==> src/rtl/decoder_3x8_seq.sv <==
// Buffered, sequenced 3-to-8 decoder: codes queue in a small FIFO and each
// decoded one-hot word is presented on out for a programmable number of cycles.
module decoder_3x8_seq #(
  parameter int unsigned FIFO_DEPTH = 4,  // power of two, >= 2
  parameter int unsigned HOLD_W     = 4
) (
  input  logic                          clk,
  input  logic                          rst,
  input  logic                          in_valid,
  output logic                          in_ready,
  input  logic [0:2]                    in_code,
  input  logic [HOLD_W-1:0]             hold_len,
  output logic [7:0]                    out,
  output logic                          out_valid,
  output logic [$clog2(FIFO_DEPTH):0]   level
);

  localparam int unsigned PTR_W = $clog2(FIFO_DEPTH);
  localparam int unsigned LVL_W = PTR_W + 1;

  typedef enum logic [0:0] {
    ST_IDLE = 1'b0,
    ST_HOLD = 1'b1
  } state_e;

  // Code k lights bit (7-k): code 0 -> MSB, code 7 -> LSB.
  function automatic logic [7:0] decode(input logic [2:0] k);
    decode = 8'h80 >> k;
  endfunction

  state_e              state_q, state_d;
  logic [2:0]          mem_q [FIFO_DEPTH];
  logic [PTR_W-1:0]    wr_ptr_q, wr_ptr_d;
  logic [PTR_W-1:0]    rd_ptr_q, rd_ptr_d;
  logic [LVL_W-1:0]    level_q, level_d;
  logic [HOLD_W-1:0]   cnt_q, cnt_d;
  logic [7:0]          out_q, out_d;
  logic                out_valid_q, out_valid_d;

  logic                full;
  logic                empty;
  logic                push;
  logic                pop;
  logic [2:0]          code_k;
  logic [2:0]          head;
  logic [HOLD_W-1:0]   hold_eff;

  // Buffer status and handshake, derived only from registered occupancy.
  always_comb begin
    full     = (level_q == LVL_W'(FIFO_DEPTH));
    empty    = (level_q == '0);
    push     = in_valid && !full;
    code_k   = {in_code[0], in_code[1], in_code[2]};
    head     = mem_q[rd_ptr_q];
    hold_eff = (hold_len == '0) ? HOLD_W'(1) : hold_len;
  end

  // Sequencer: pops the head into out and times how long each word is shown.
  always_comb begin
    state_d     = state_q;
    cnt_d       = cnt_q;
    out_d       = out_q;
    out_valid_d = out_valid_q;
    pop         = 1'b0;
    case (state_q)
      ST_IDLE: begin
        out_d       = 8'h00;
        out_valid_d = 1'b0;
        if (!empty) begin
          pop         = 1'b1;
          out_d       = decode(head);
          out_valid_d = 1'b1;
          cnt_d       = hold_eff;
          state_d     = ST_HOLD;
        end
      end
      ST_HOLD: begin
        if (cnt_q > HOLD_W'(1)) begin
          cnt_d = cnt_q - HOLD_W'(1);
        end else if (!empty) begin
          // Back-to-back: next word replaces the current one with no gap.
          pop         = 1'b1;
          out_d       = decode(head);
          out_valid_d = 1'b1;
          cnt_d       = hold_eff;
        end else begin
          out_d       = 8'h00;
          out_valid_d = 1'b0;
          cnt_d       = '0;
          state_d     = ST_IDLE;
        end
      end
      default: begin
        out_d       = 8'h00;
        out_valid_d = 1'b0;
        cnt_d       = '0;
        state_d     = ST_IDLE;
      end
    endcase
  end

  // Pointer and occupancy bookkeeping; pointers wrap naturally (power-of-two depth).
  always_comb begin
    wr_ptr_d = push ? (wr_ptr_q + PTR_W'(1)) : wr_ptr_q;
    rd_ptr_d = pop  ? (rd_ptr_q + PTR_W'(1)) : rd_ptr_q;
    case ({push, pop})
      2'b10:   level_d = level_q + LVL_W'(1);
      2'b01:   level_d = level_q - LVL_W'(1);
      default: level_d = level_q;
    endcase
  end

  // Control and output registers; reset wins over push and pop.
  always_ff @(posedge clk) begin
    if (rst) begin
      state_q     <= ST_IDLE;
      wr_ptr_q    <= '0;
      rd_ptr_q    <= '0;
      level_q     <= '0;
      cnt_q       <= '0;
      out_q       <= 8'h00;
      out_valid_q <= 1'b0;
    end else begin
      state_q     <= state_d;
      wr_ptr_q    <= wr_ptr_d;
      rd_ptr_q    <= rd_ptr_d;
      level_q     <= level_d;
      cnt_q       <= cnt_d;
      out_q       <= out_d;
      out_valid_q <= out_valid_d;
    end
  end

  // Code storage; entries are only read after being written, so no reset needed.
  always_ff @(posedge clk) begin
    if (!rst && push) begin
      mem_q[wr_ptr_q] <= code_k;
    end
  end

  assign in_ready  = !full;
  assign out       = out_q;
  assign out_valid = out_valid_q;
  assign level     = level_q;

endmodule

==> config.mk <==
export PLATFORM = sky130hd
export DESIGN_NAME = decoder_3x8_seq
export DESIGN_NICKNAME = d
export VERILOG_FILES = /design/src/rtl/decoder_3x8_seq.sv
export SDC_FILE = /design/constraint.sdc
export NUM_CORES = 1
export LEC_CHECK = 0
export ABC_AREA = 1
export CAP_MARGIN = 40
export CORE_ASPECT_RATIO = 1.5
export CORE_MARGIN = 1.5
export CORE_UTILIZATION = 30
export CTS_CLUSTER_SIZE = 16
export DETAILED_ROUTE_END_ITERATION = 12
export SETUP_SLACK_MARGIN = 0.5
export SYNTH_ARGS = -nofsm -noshare
export SYNTH_HDL_FRONTEND = slang
export SYNTH_SLANG_ARGS = --single-unit
==> constraint.sdc <==
create_clock -name clk -period 3.34 [get_ports clk]
set_input_delay 0.334 -clock clk [delete_from_list [all_inputs] [get_ports clk]]
set_output_delay 0.334 -clock clk [all_outputs]
set_load 0.005 [all_outputs]
==> metrics <==
pre-CTS WS=1.04 ns; met3 usage=0.0337; Core Rows=32; Reg-to-Reg Start=cnt_q[0]; Vias=1,266; final hold violation count=0; wire per inst=9.87 microns; CP Capture Type=flip-flop; I/O pins=23; Clock Pin Slew Worst Setup and Hold Paths=0.07 ns; final setup violation count=0; Mapped Nets=215; nets@finish=244; crit share post-route=0.694; number of DRC markers in iteration 0=42; GRT Util Overall=0.111; clock latency on the worst-skew pair=0.28 ns; Crit Path Class=reg2reg; mapped cell area=1620 sq um; GR Overflow Total=0; worst r2r path cells=15; Startpoint Class=flip-flop; crit path time final=2.32 ns; top post-synthesis cells by area=dfxtp_1 (28%), edfxtp_1 (22%), nand2_1 (14%); Detail Route Antenna Nets=0; clk_skew=0.00539 ns; dpl cells=287; Slew Viols, Final=0; P per Cell Area=824 nW/um^2; Post-route DRC=0; post-synth top area cell=dfxtp_1; Die Width=63.0 microns; Non-Filler Instances=295; GR Layer Usage met1=0.103; reg2reg end=level[2]; Min Hold Slack=0.470 ns; Final Instance Area=2060 sq um; synth unique cells=24; reg-to-reg slack, setup=1.02 ns; Slew @ Worst Pin=0.315 ns; Filler cells=517; max_slew headroom=0.789; run status=completed; Max Clock Freq=432 MHz; CTS resizes=0; Worst Hold Class=reg2reg; Vias/cell=4.29; Root Driver=clkbuf_8; Yosys reg bits=35; fin worst setup slack=1.02 ns; CTS buffer count=5; Worst Setup EP=level[2]; max-cap violation count=0; Crit. Startpoint=cnt_q[0]; CP max FO=8; most frequent cells in the layout=nand2_1 (62), dfxtp_1 (23), clkdlybuf4s50_1 (22); RSZ-0062 raised after global routing=false; postcts setup bufs=0; initial antenna violation count=0; share of layout cells above drive strength 1=0.0969; vias in the first global route=1,205; Synth Instances=197; GP Congestion=0.777; global routing's busiest layer=met2; H-tree depth=2; ant diodes=0; die area=5860 sq um; first-pass GRT wire length=5.01 mm; Synth top area share=0.284; Final Routed Wirelength=2.91 mm; met2 Use GR=0.201; setup TNS=0 ns; hold_buf cts=0; Peak VDD IR=253 uV; Area Overhead vs Synth=27.5%; PortBufs=22; Yosys warning count=0; Worst EP required=3.51 ns; Leakage=0.000854 uW; CP Data Arrival Time=2.49 ns; DRT Pass-1 Iters=4; pin count of the biggest net entering global routing=16; clk buf depth=2; core area=5160 sq um; Avg Inst Size Synth=8.22 sq um; Die H=93.0 microns; CTS tree=done; post-DP HPWL=2.22 mm; Initial Util=0.313; CTS sink count=35; commonest non-fill, non-tap cell in the layout=nand2_1; cell area after placement=1930 sq um; Seq/Total Area, Yosys=0.507
[final cells by class]
| class | instances | area (sq um) | share of cell area |
|---|---|---|---|
| Sequential cell | 35 | 821 | 0.398 |
| Timing Repair Buffer | 23 | 228 | 0.110 |
| Tap cell | 68 | 85.1 | 0.0412 |
| Multi-Input combinational cell | 138 | 708 | 0.343 |
| Clock buffer | 5 | 68.8 | 0.0333 |
| Inverter | 23 | 86.3 | 0.0418 |
| Clock inverter | 3 | 67.6 | 0.0327 |
[cells by family (layout without fill, tap and decap cells)]
group,count (synthesis),after routing,share of synthesized area
xor gates and xnor gates,2,2,0.0108
adders and majority gates,8,8,0.0665
DFF,35,35,0.507
and+or+nand+nor,100,100,0.262
buffers and inverters,24,54,0.0556
AOI/OAI and AO/OA,28,28,0.0981
[metrics by stage]
stage	power, uW	util
2_1_floorplan	1080	-
3_3_place_gp	1260	0.373
3_5_place_dp	1270	0.373
4_1_cts	1720	0.400
5_1_grt	1840	0.400
6_report	1700	0.400
[sequential cells by signal, indices dropped and copies added, names as in the netlist, named ones only]
register   flops
state_q        1
cnt_q          4
rd_ptr_q       2
out_valid      1
wr_ptr_q       2
out            8
mem_q         12
level          3
[metal layers]
metal / part of all wire / routed length (microns) / up-vias
met5: 0 / 0 / -
met4: 0.029 / 85 / 0
met3: 0.037 / 107 / 6
met2: 0.55 / 1610 / 30
met1: 0.38 / 1110 / 547
li1: - / - / 683
[critical path: stages, from the launching register on]
cell and delay, ns:
dfxtp_1 0.31, inv_1 0.12, ha_1 0.19, inv_1 0.04
nand2_1 0.05, nand2_1 0.07, nand2_4 0.12, nand2_4 0.08
inv_1 0.14, ha_1 0.17, inv_1 0.06, fa_1 0.37
a21oi_1 0.14, o21ai_0 0.11, o21ai_0 0.17, a21oi_1 0.05
[cells in the mapped netlist]
master and count:
nand2_1 62, nor2_4 1, xnor2_1 1, o21ai_1 1, nand2_4 2, a31oi_1 1
dfxtp_1 23, nor2_1 20, o21ai_0 8, ha_1 7, nand3_1 9, nand2_2 2
inv_1 21, clkbuf_1 1, a21oi_2 4, a21oi_1 13, inv_2 2, o21a_1 1
nand3b_1 1, nor3_1 1, fa_1 1, edfxtp_1 12, xor2_1 1, nor2_2 2
[worst min-delay path by stage]
stage / from / end / slack, ns / cells after the start
2_1_floorplan: rst / out[0] / 0.40 / 1
3_3_place_gp: out[1] / out[1] / 0.45 / 2
3_5_place_dp: out[1] / out[1] / 0.46 / 2
4_1_cts: out[1] / out[1] / 0.47 / 2
5_1_grt: out[5] / out[5] / 0.49 / 2
6_report: out[1] / out[1] / 0.47 / 2
[power breakdown]
group,internal [uW],switching [uW],total (uW)
Combinational,262,388,649
Sequential,533,71.3,604
Clock,298,151,448
(Power assumes the default switching activity.)
